$ cat src/rtl/event_filter_pkg.sv
// Shared mode encodings and the polarity-match helper for the event filter.
package event_filter_pkg;
  localparam logic [1:0] MODE_ALL  = 2'b00;
  localparam logic [1:0] MODE_ON   = 2'b01;
  localparam logic [1:0] MODE_OFF  = 2'b10;
  localparam logic [1:0] MODE_NONE = 2'b11;

  function automatic logic pol_ok(input logic [1:0] mode, input logic p);
    case (mode)
      MODE_ALL: return 1'b1;
      MODE_ON:  return p;
      MODE_OFF: return !p;
      default:  return 1'b0;
    endcase
  endfunction
endpackage

$ cat src/rtl/event_fifo.sv
// Synchronous FIFO with a registered head word; head holds its last value once drained.
module event_fifo #(
  parameter int W     = 49,
  parameter int DEPTH = 4
) (
  input  logic         clk,
  input  logic         rst,
  input  logic         push,
  input  logic [W-1:0] din,
  input  logic         pop,
  output logic         full,
  output logic         empty,
  output logic [W-1:0] dout
);
  localparam int AW = $clog2(DEPTH);

  logic [W-1:0]  r_mem [DEPTH];
  logic [AW-1:0] r_wr, r_rd;
  logic [AW:0]   r_cnt;
  logic [W-1:0]  r_head;

  logic          w_push, w_pop, w_head_upd;
  logic [AW-1:0] w_rd_nxt;
  logic [W-1:0]  w_head_nxt;

  assign full   = (r_cnt == (AW+1)'(DEPTH));
  assign empty  = (r_cnt == '0);
  assign dout   = r_head;
  assign w_push = push && !full;
  assign w_pop  = pop && !empty;

  // Head follows the next read slot; a write landing in that slot forwards din.
  assign w_rd_nxt   = w_pop ? r_rd + AW'(1) : r_rd;
  assign w_head_nxt = (w_push && r_wr == w_rd_nxt) ? din : r_mem[w_rd_nxt];
  assign w_head_upd = (w_push && empty) || (w_pop && (r_cnt > (AW+1)'(1) || w_push));

  always_ff @(posedge clk) begin
    if (w_push) r_mem[r_wr] <= din;
    if (rst) begin
      r_wr   <= '0;
      r_rd   <= '0;
      r_cnt  <= '0;
      r_head <= '0;
    end else begin
      if (w_push) r_wr <= r_wr + AW'(1);
      r_rd <= w_rd_nxt;
      if (w_head_upd) r_head <= w_head_nxt;
      case ({w_push, w_pop})
        2'b10:   r_cnt <= r_cnt + (AW+1)'(1);
        2'b01:   r_cnt <= r_cnt - (AW+1)'(1);
        default: r_cnt <= r_cnt;
      endcase
    end
  end
endmodule

$ cat src/rtl/event_filter_stream.sv
// Streaming polarity/refractory event filter with drop counter and output FIFO.
module event_filter_stream
  import event_filter_pkg::*;
#(
  parameter int XW    = 16,
  parameter int YW    = 16,
  parameter int TW    = 16,
  parameter int DEPTH = 4,
  parameter int CNTW  = 16
) (
  input  logic            clk,
  input  logic            rst,
  input  logic [1:0]      cfg_mode,
  input  logic [TW-1:0]   cfg_refrac,
  input  logic            in_valid,
  output logic            in_ready,
  input  logic [XW-1:0]   in_x,
  input  logic [YW-1:0]   in_y,
  input  logic [TW-1:0]   in_t,
  input  logic            in_p,
  output logic            out_valid,
  input  logic            out_ready,
  output logic [XW-1:0]   out_x,
  output logic [YW-1:0]   out_y,
  output logic [TW-1:0]   out_t,
  output logic            out_p,
  output logic [CNTW-1:0] drop_count
);
  localparam int EW = XW + YW + TW + 1;

  typedef struct packed {
    logic [XW-1:0] x;
    logic [YW-1:0] y;
    logic [TW-1:0] t;
    logic          p;
  } evt_t;

  logic [TW-1:0]   r_last_t;
  logic            r_have_last;
  logic [CNTW-1:0] r_drop;

  evt_t          w_in_ev, w_out_ev;
  logic          w_full, w_empty, w_accept, w_pass, w_ref_ok;
  logic [TW-1:0] w_dt;

  assign w_in_ev  = '{x: in_x, y: in_y, t: in_t, p: in_p};
  assign in_ready = !w_full;
  assign w_accept = in_valid && in_ready;

  // Modular difference keeps the refractory check correct across timestamp wrap.
  assign w_dt     = in_t - r_last_t;
  assign w_ref_ok = !r_have_last || (w_dt >= cfg_refrac);
  assign w_pass   = pol_ok(cfg_mode, in_p) && w_ref_ok;

  always_ff @(posedge clk) begin
    if (rst) begin
      r_last_t    <= '0;
      r_have_last <= 1'b0;
      r_drop      <= '0;
    end else if (w_accept) begin
      if (w_pass) begin
        r_last_t    <= in_t;
        r_have_last <= 1'b1;
      end else if (r_drop != '1) begin
        r_drop <= r_drop + CNTW'(1);
      end
    end
  end

  event_fifo #(.W(EW), .DEPTH(DEPTH)) u_fifo (
    .clk   (clk),
    .rst   (rst),
    .push  (w_accept && w_pass),
    .din   (w_in_ev),
    .pop   (out_ready),
    .full  (w_full),
    .empty (w_empty),
    .dout  (w_out_ev)
  );

  assign out_valid  = !w_empty;
  assign out_x      = w_out_ev.x;
  assign out_y      = w_out_ev.y;
  assign out_t      = w_out_ev.t;
  assign out_p      = w_out_ev.p;
  assign drop_count = r_drop;
endmodule
$ cat config.mk
export PLATFORM = sky130hd
export DESIGN_NAME = event_filter_stream
export DESIGN_NICKNAME = d
export VERILOG_FILES = /design/src/rtl/event_filter_pkg.sv /design/src/rtl/event_fifo.sv /design/src/rtl/event_filter_stream.sv
export SDC_FILE = /design/constraint.sdc
export NUM_CORES = 1
export LEC_CHECK = 0
export BUFFER_PORTS_ARGS = -buffer_cell sky130_fd_sc_hd__buf_4
export CAP_MARGIN = 20
export CORE_UTILIZATION = 52
export CTS_BUF_LIST = sky130_fd_sc_hd__clkbuf_16
export DETAILED_ROUTE_END_ITERATION = 10
export HOLD_SLACK_MARGIN = 0.03
export PLACE_DENSITY = 0.72
export SKIP_LAST_GASP = 1
export SYNTH_ARGS = -nofsm -noshare
export SYNTH_HDL_FRONTEND = slang
export SYNTH_SLANG_ARGS = --single-unit
$ cat constraint.sdc
create_clock -name clk -period 12.1 [get_ports clk]
set_input_delay 2.42 -clock clk [delete_from_list [all_inputs] [get_ports clk]]
set_output_delay 2.42 -clock clk [all_outputs]
set_load 0.1 [all_outputs]
==> results.cfg, run 1 <==
[clock_tree]
clk_latency_ns = 0.54
clkTransAtPathRegs_ns = 0.06
cts-root-buf = clkbuf_16
postCtsResizedCells = 0
ctsHoldBuffers = 0
clock_path_buffers = 3
post_cts_buffers = 0
cts_tree = built
numCtsBuffers = 29
clock-sinks = 285
htreeDepth = 1

[layout]
final_util_pct = 62.5
final-instance-count-excl-fill = 1394
fin_nets = 1164
diodes = 0
area_growth_pct = 17.9
n_fill_cell = 1842
multiInputGateArea_um2 = 4350
drive_gt1_share_pct = 24.9
fin_area_um2 = 14600
ff_latch_area_um2 = 7670

[synthesis]
synth_edf_count = 196
synth_top_area_share_pct = 47.5
synth-seq-cells = 285
synth.most_common_cell = edfxtp_1
ys.flop_type = edfxtp_1
yosysSeqAreaShare_pct = 61.8
synth_top_area_cell = edfxtp_1
ys_types = 55
yosys-top-cells-area = edfxtp_1 47%, dfxtp_1 14%, mux4_2 9.1%
avgSynthCellArea_um2 = 13.4
netlist_area_um2 = 12400
synth_cells = 924
async_reset_ff_share_pct = 0
ys_warn_count = 0
ys_top_cells_by_count = 196 x edfxtp_1, 130 x a21oi_1, 103 x nand2_1
syn-num-nets = 1036

[route]
highest_layer = met4
wl_per_cell_um = 18.7
via_count = 7819
via_per_inst = 5.61
drt-total-wl_mm = 26.1
wl_met1_mm = 11.4
first_pass_iters = 5
ant_nets = 0
drtIter0Drc = 614
route.met3.wl_mm = 1.53
drc = 0
wl_met2_mm = 12.7

[sta]
finalCritPeriodShare_pct = 59.1
finClkSkew_ns = 0.0182
final-hold-violation-count = 0
layout_setup_ws_ns = 4.95
setup_viol = 0
finalMaxSlewViolations = 0
holdWs_ns = 0.454
grt_setup_unrepaired = false
maxSlewHeadroom_pct = 28.7
period_minus_slack_ns = 7.15
worst_pin_slew_ns = 1.07
fmax_mhz = 140
tns_ns = 0

[placement]
pre_cts_ws_ns = 4.48
hpwl_mm = 16.0
place.gp.congestion = 0.780
dp_cells = 1340
placed_area_um2 = 13700
numPortBuffers = 137

[worst_setup_path]
worst-path-max-fanout = 50
critical_path_required_ns = 12.50
critPathKind = input pin to register
setup.worst_path.end_class = register
cp.arrival_ns = 7.55
critPathLaunchType = input pin

[floorplanning]
num_io_pins = 138
die_x_um = 156
rows = 56
core_area_um2 = 23400
start_util_pct = 53.0
die_h_um = 156
die_area_um2 = 24500

[run]
maxCapViolCount = 0

[grt]
grt_max_degree = 63
grt_pass1_vias = 7945
grt_overflow_total = 0
antenna_found_initial = 0
track_usage_pct = 22.0
grt_pass1_wl_mm = 41.7

[pwr]
p_per_area_nw_per_um2 = 247
switchingPower_mw = 1.46
max-vdd-ir-drop_mv = 0.162
swShare_pct = 40.4
comb_power_share_pct = 42.5
pwr-share-seq_pct = 33.7
p_total_mw = 3.60
intPower_mw = 2.15
p_leak_nw = 5.41
clockPowerShare_pct = 23.9

[worst_hold_path]
holdCritPathClass = register to register

[status]
status = finished, final reports clean
## worst max-delay path: stages
cell,delay [ns]
buf_4,0.12
inv_1,0.05
ha_1,0.22
fa_1,0.41
nor2b_1,0.16
o31a_1,0.17
o211ai_1,0.10
nand2_1,0.11
a41oi_1,0.15
a221oi_1,0.32
xor2_1,0.13
ha_1,0.30
o21ai_0,0.09
o21ai_1,0.30
nand2_1,0.25
a32oi_4,0.29
buf_4,0.54
nand2_2,0.74
o41ai_1,0.63
## layout make-up
cell class	instances	area share (%)
clock buffers	29	4.96
repair buffers	148	7.60
well taps	319	2.73
clock inverters	25	1.37
multi-input cells	544	29.8
flip-flops and latches	285	52.5
inverters	44	1.13
## state kept, by name, indices dropped and copies added, names as in the netlist
name,cells
u_fifo.dout,49
r_have_last,1
u_fifo.r_mem,196
r_last_t,16
drop_count,16
u_fifo.r_rd,2
u_fifo.r_cnt,3
u_fifo.r_wr,2
## worst paths after layout
check	from	end	slack (ns)	cells past startpoint
worst max-delay path	in_t[0]	u_fifo.dout[8]	4.95	19
worst min-delay path	r_last_t[10]	r_last_t[10]	0.45	2
worst max register to register	r_last_t[0]	u_fifo.dout[8]	6.71	17
worst min register to register	r_last_t[10]	r_last_t[10]	0.45	2
## layout by cell type (no fill, tap or decap), types with 8 or more instances in the layout
cell,count
a211oi_1,42
a211oi_2,10
a21oi_1,130
buf_4,148
clkbuf_16,29
dfxtp_1,89
edfxtp_1,196
ha_1,40
inv_1,49
mux4_2,50
nand2_1,102
nand4_1,8
nor2_1,33
o21a_1,8
o21ai_0,10
xnor2_1,13
xor2_1,16
## power groups by stage
| stage | combinational, mW | clock (mW) | sequential [mW] |
|---|---|---|---|
| detailed placement | 1.54 | 0 | 1.23 |
| global placement | 1.52 | 0 | 1.23 |
| global route | 1.64 | 0.914 | 1.22 |
| floorplan | 0.791 | 0 | 1.68 |
| finish | 1.53 | 0.860 | 1.21 |
| CTS | 1.55 | 0.874 | 1.22 |
## per-layer routing
metal / global-route usage [%] / vias up
li1: - / 3729
met1: 29.8 / 3812
met2: 37.5 / 248
met3: 3.24 / 30
met4: 5.37 / 0
met5: 0 / -
## kinds of logic (layout without fill, tap and decap cells)
logic type               after synthesis  in the layout  synth area share (%)
flip-flops                           285            285                  61.8
AO/OA/AOI/OAI                        227            227                  11.8
AND/OR/NAND/NOR                      190            190                  6.92
buffers and inverters                 95            246                  3.49
multiplexers                          55             55                  9.49
adder cells (fa/ha/maj)               41             41                  4.20
XOR/XNOR                              31             31                  2.25
No activity file was read; power rests on OpenSTA's default activity.
==> run 2, diff against run 1 <==
--- a/config.mk
+++ b/config.mk
@@ -5,6 +5,7 @@
 export SDC_FILE = /design/constraint.sdc
 export NUM_CORES = 1
 export LEC_CHECK = 0
+export ABC_AREA = 1
 export BUFFER_PORTS_ARGS = -buffer_cell sky130_fd_sc_hd__buf_4
 export CAP_MARGIN = 20
 export CORE_UTILIZATION = 52
==> constraint.sdc (replaced) <==
create_clock -name clk -period 7.15 [get_ports clk]
set_input_delay 1.43 -clock clk [delete_from_list [all_inputs] [get_ports clk]]
set_output_delay 1.43 -clock clk [all_outputs]
set_load 0.1 [all_outputs]
==> run 2 against run 1 <==
Compared with the run above:
- count of clock-buffer cells in the layout did not move
- power increased by 79%
- synthesized cell count up 55%
- register-to-register slack worse by 4.1 ns
- hold slack gained 0.0016 ns
- combinational power rose by 85%
- first-iteration DRC count grew 26%
- clock power rose by 80%
- via count grew 25%
- final area is 5.5% higher
- critical path depth is 3 higher
- clock skew shrank 0.0026 ns
- largest cell class unchanged
- largest power group unchanged
==> results.cfg, run 2 <==
[clock_tree]
clk_latency_ns = 0.55
clock-sinks = 285
cts_tree = built
clock_path_buffers = 3
clkTransAtPathRegs_ns = 0.06
ctsHoldBuffers = 0
numCtsBuffers = 29
htreeDepth = 1
cts-root-buf = clkbuf_16
post_cts_buffers = 0
postCtsResizedCells = 0

[worst_setup_path]
reg2reg_depth = 20
critPathLaunchType = input pin
setup.worst_path.end_class = register
worst-path-max-fanout = 16
critical_path_required_ns = 7.58
critPathKind = input pin to register
cp.arrival_ns = 5.69

[route]
first_pass_iters = 5
via_count = 9765
drc = 0
drt-total-wl_mm = 28.8
drtIter0Drc = 773
ant_nets = 0
wl_per_cell_um = 15.2
via_per_inst = 5.16

[layout]
diodes = 0
drive_gt1_share_pct = 16.0
largest_register = u_fifo.r_mem
n_fill_cell = 2041
largest_reg_flops = 196
fin_area_um2 = 15400
fin_nets = 1658
area_growth_pct = 16.8
final-instance-count-excl-fill = 1893
layout_common_cells = 277 x nand2_1, 226 x nor2_1, 196 x edfxtp_1
layout_commonest_cell = nand2_1

[sta]
setup_viol = 0
tns_ns = 0
finClkSkew_ns = 0.0156
final-hold-violation-count = 0
maxSlewHeadroom_pct = 30.4
worst_pin_slew_ns = 1.04
layout_setup_ws_ns = 1.88
finalMaxSlewViolations = 0
finalCritPeriodShare_pct = 73.7
fmax_mhz = 190
period_minus_slack_ns = 5.27
grt_setup_unrepaired = false

[worst_hold_path]
hold-path-cell-count = 2
holdCritPathClass = register to register

[floorplanning]
rows = 57
num_io_pins = 138
die_x_um = 161
die_h_um = 161
core_area_um2 = 24600
die_area_um2 = 26000
start_util_pct = 53.7

[placement]
numPortBuffers = 137
dp_cells = 1839
pre_cts_ws_ns = 1.36
place.gp.congestion = 0.900
placed_area_um2 = 14400
hpwl_mm = 16.7

[grt]
grt_overflow_total = 0
grt_pass1_vias = 9542
antenna_found_initial = 0
track_usage_pct = 22.3
grt_max_degree = 101
grt_pass1_wl_mm = 46.8

[pwr]
p_leak_nw = 6.46
max-vdd-ir-drop_mv = 0.314
p_per_area_nw_per_um2 = 417

[synthesis]
yosys-top-cells-area = edfxtp_1 45%, dfxtp_1 13%, nand2_1 7.9%
synth_cells = 1433
synth_top_area_share_pct = 44.6
syn-num-nets = 1545
ys_warn_count = 0
synth_top_area_cell = edfxtp_1
netlist_area_um2 = 13200
ys_top_cells_by_count = 278 x nand2_1, 230 x nor2_1, 196 x edfxtp_1
synth_edf_count = 196
avgSynthCellArea_um2 = 9.21
synth-seq-cells = 285
ys_types = 40
ys.flop_type = edfxtp_1
yosysSeqAreaShare_pct = 58.1
async_reset_ff_share_pct = 0
synth.most_common_cell = nand2_1

[status]
status = finished, final reports clean

[run]
maxCapViolCount = 0
[run 2: changes by cell type after synthesis, sizes merged, moves of 9 or more]
| cell | change |
|---|---|
| nor2 | +236 |
| a211oi | -52 |
| clkbuf | +15 |
| nand4 | +9 |
| mux4 | -50 |
| a21oi | -76 |
| nand3 | +18 |
| o21ai | +115 |
| nand2 | +179 |
| o22ai | +49 |
| inv | +121 |
[run 2: per-layer routing]
layer,vias up,track usage [%],wire (um)
li1,4930,-,-
met1,4515,29.7,12800
met2,290,38.8,13800
met3,30,3.18,1970
met4,0,4.72,355
met5,-,0,0
[run 2: final timing paths]
check / startpoint / to / slack (ns)
setup reg to reg: r_last_t[0] / u_fifo.r_cnt[2] / 2.66
hold / removal: r_last_t[2] / r_last_t[2] / 0.46
setup / recovery: in_t[0] / u_fifo.r_cnt[2] / 1.88
hold reg to reg: r_last_t[2] / r_last_t[2] / 0.46
[run 2: through the flow]
stage	total power, mW	hold slack, ns	utilization (%)
floorplan	4.34	0.433	-
global placement	4.89	0.449	58.7
detailed placement	4.93	0.451	58.7
CTS	6.48	0.461	62.7
global route	6.82	0.483	62.7
finish	6.44	0.456	62.7
[run 2: cell families after synthesis]
| group | Yosys count | share of synthesized area (%) |
|---|---|---|
| and+or+nand+nor | 605 | 18.9 |
| AOI/OAI and AO/OA | 237 | 9.60 |
| DFF | 285 | 58.1 |
| muxes | 1 | 0.0758 |
| buffers and inverters | 236 | 7.51 |
| xor gates and xnor gates | 28 | 1.86 |
| adders and majority gates | 41 | 3.94 |
[run 2: power breakdown]
part	internal [mW]	total [mW]	switching, mW
clock network	0.921	1.55	0.625
logic	0.700	2.83	2.13
registers	1.96	2.06	0.0940
[run 2: area by class of cell]
type / count / area (um2) / share of cell area [%]
tap: 324 / 405 / 2.63
multi-input combinational: 912 / 4590 / 29.8
inverter: 168 / 632 / 4.10
clock buffer: 29 / 726 / 4.71
clock inverter: 25 / 263 / 1.70
sequential: 285 / 7670 / 49.7
timing repair buffer: 150 / 1140 / 7.38
[run 2: critical path, cell delays in order]
cell     delay (ns)
buf_4          0.10
inv_1          0.08
ha_1           0.23
fa_1           0.40
o21ai_0        0.42
a31oi_1        0.20
o21ai_0        0.31
nand2_1        0.09
nand2_1        0.08
xor2_1         0.07
ha_1           0.27
nand2_1        0.06
o21ai_0        0.17
a21oi_1        0.10
nand2_2        0.10
nand3_1        0.41
buf_4          0.38
ha_1           0.36
nor2_1         0.12
o21ai_0        0.11
o21ai_0        0.15
a21oi_1        0.05
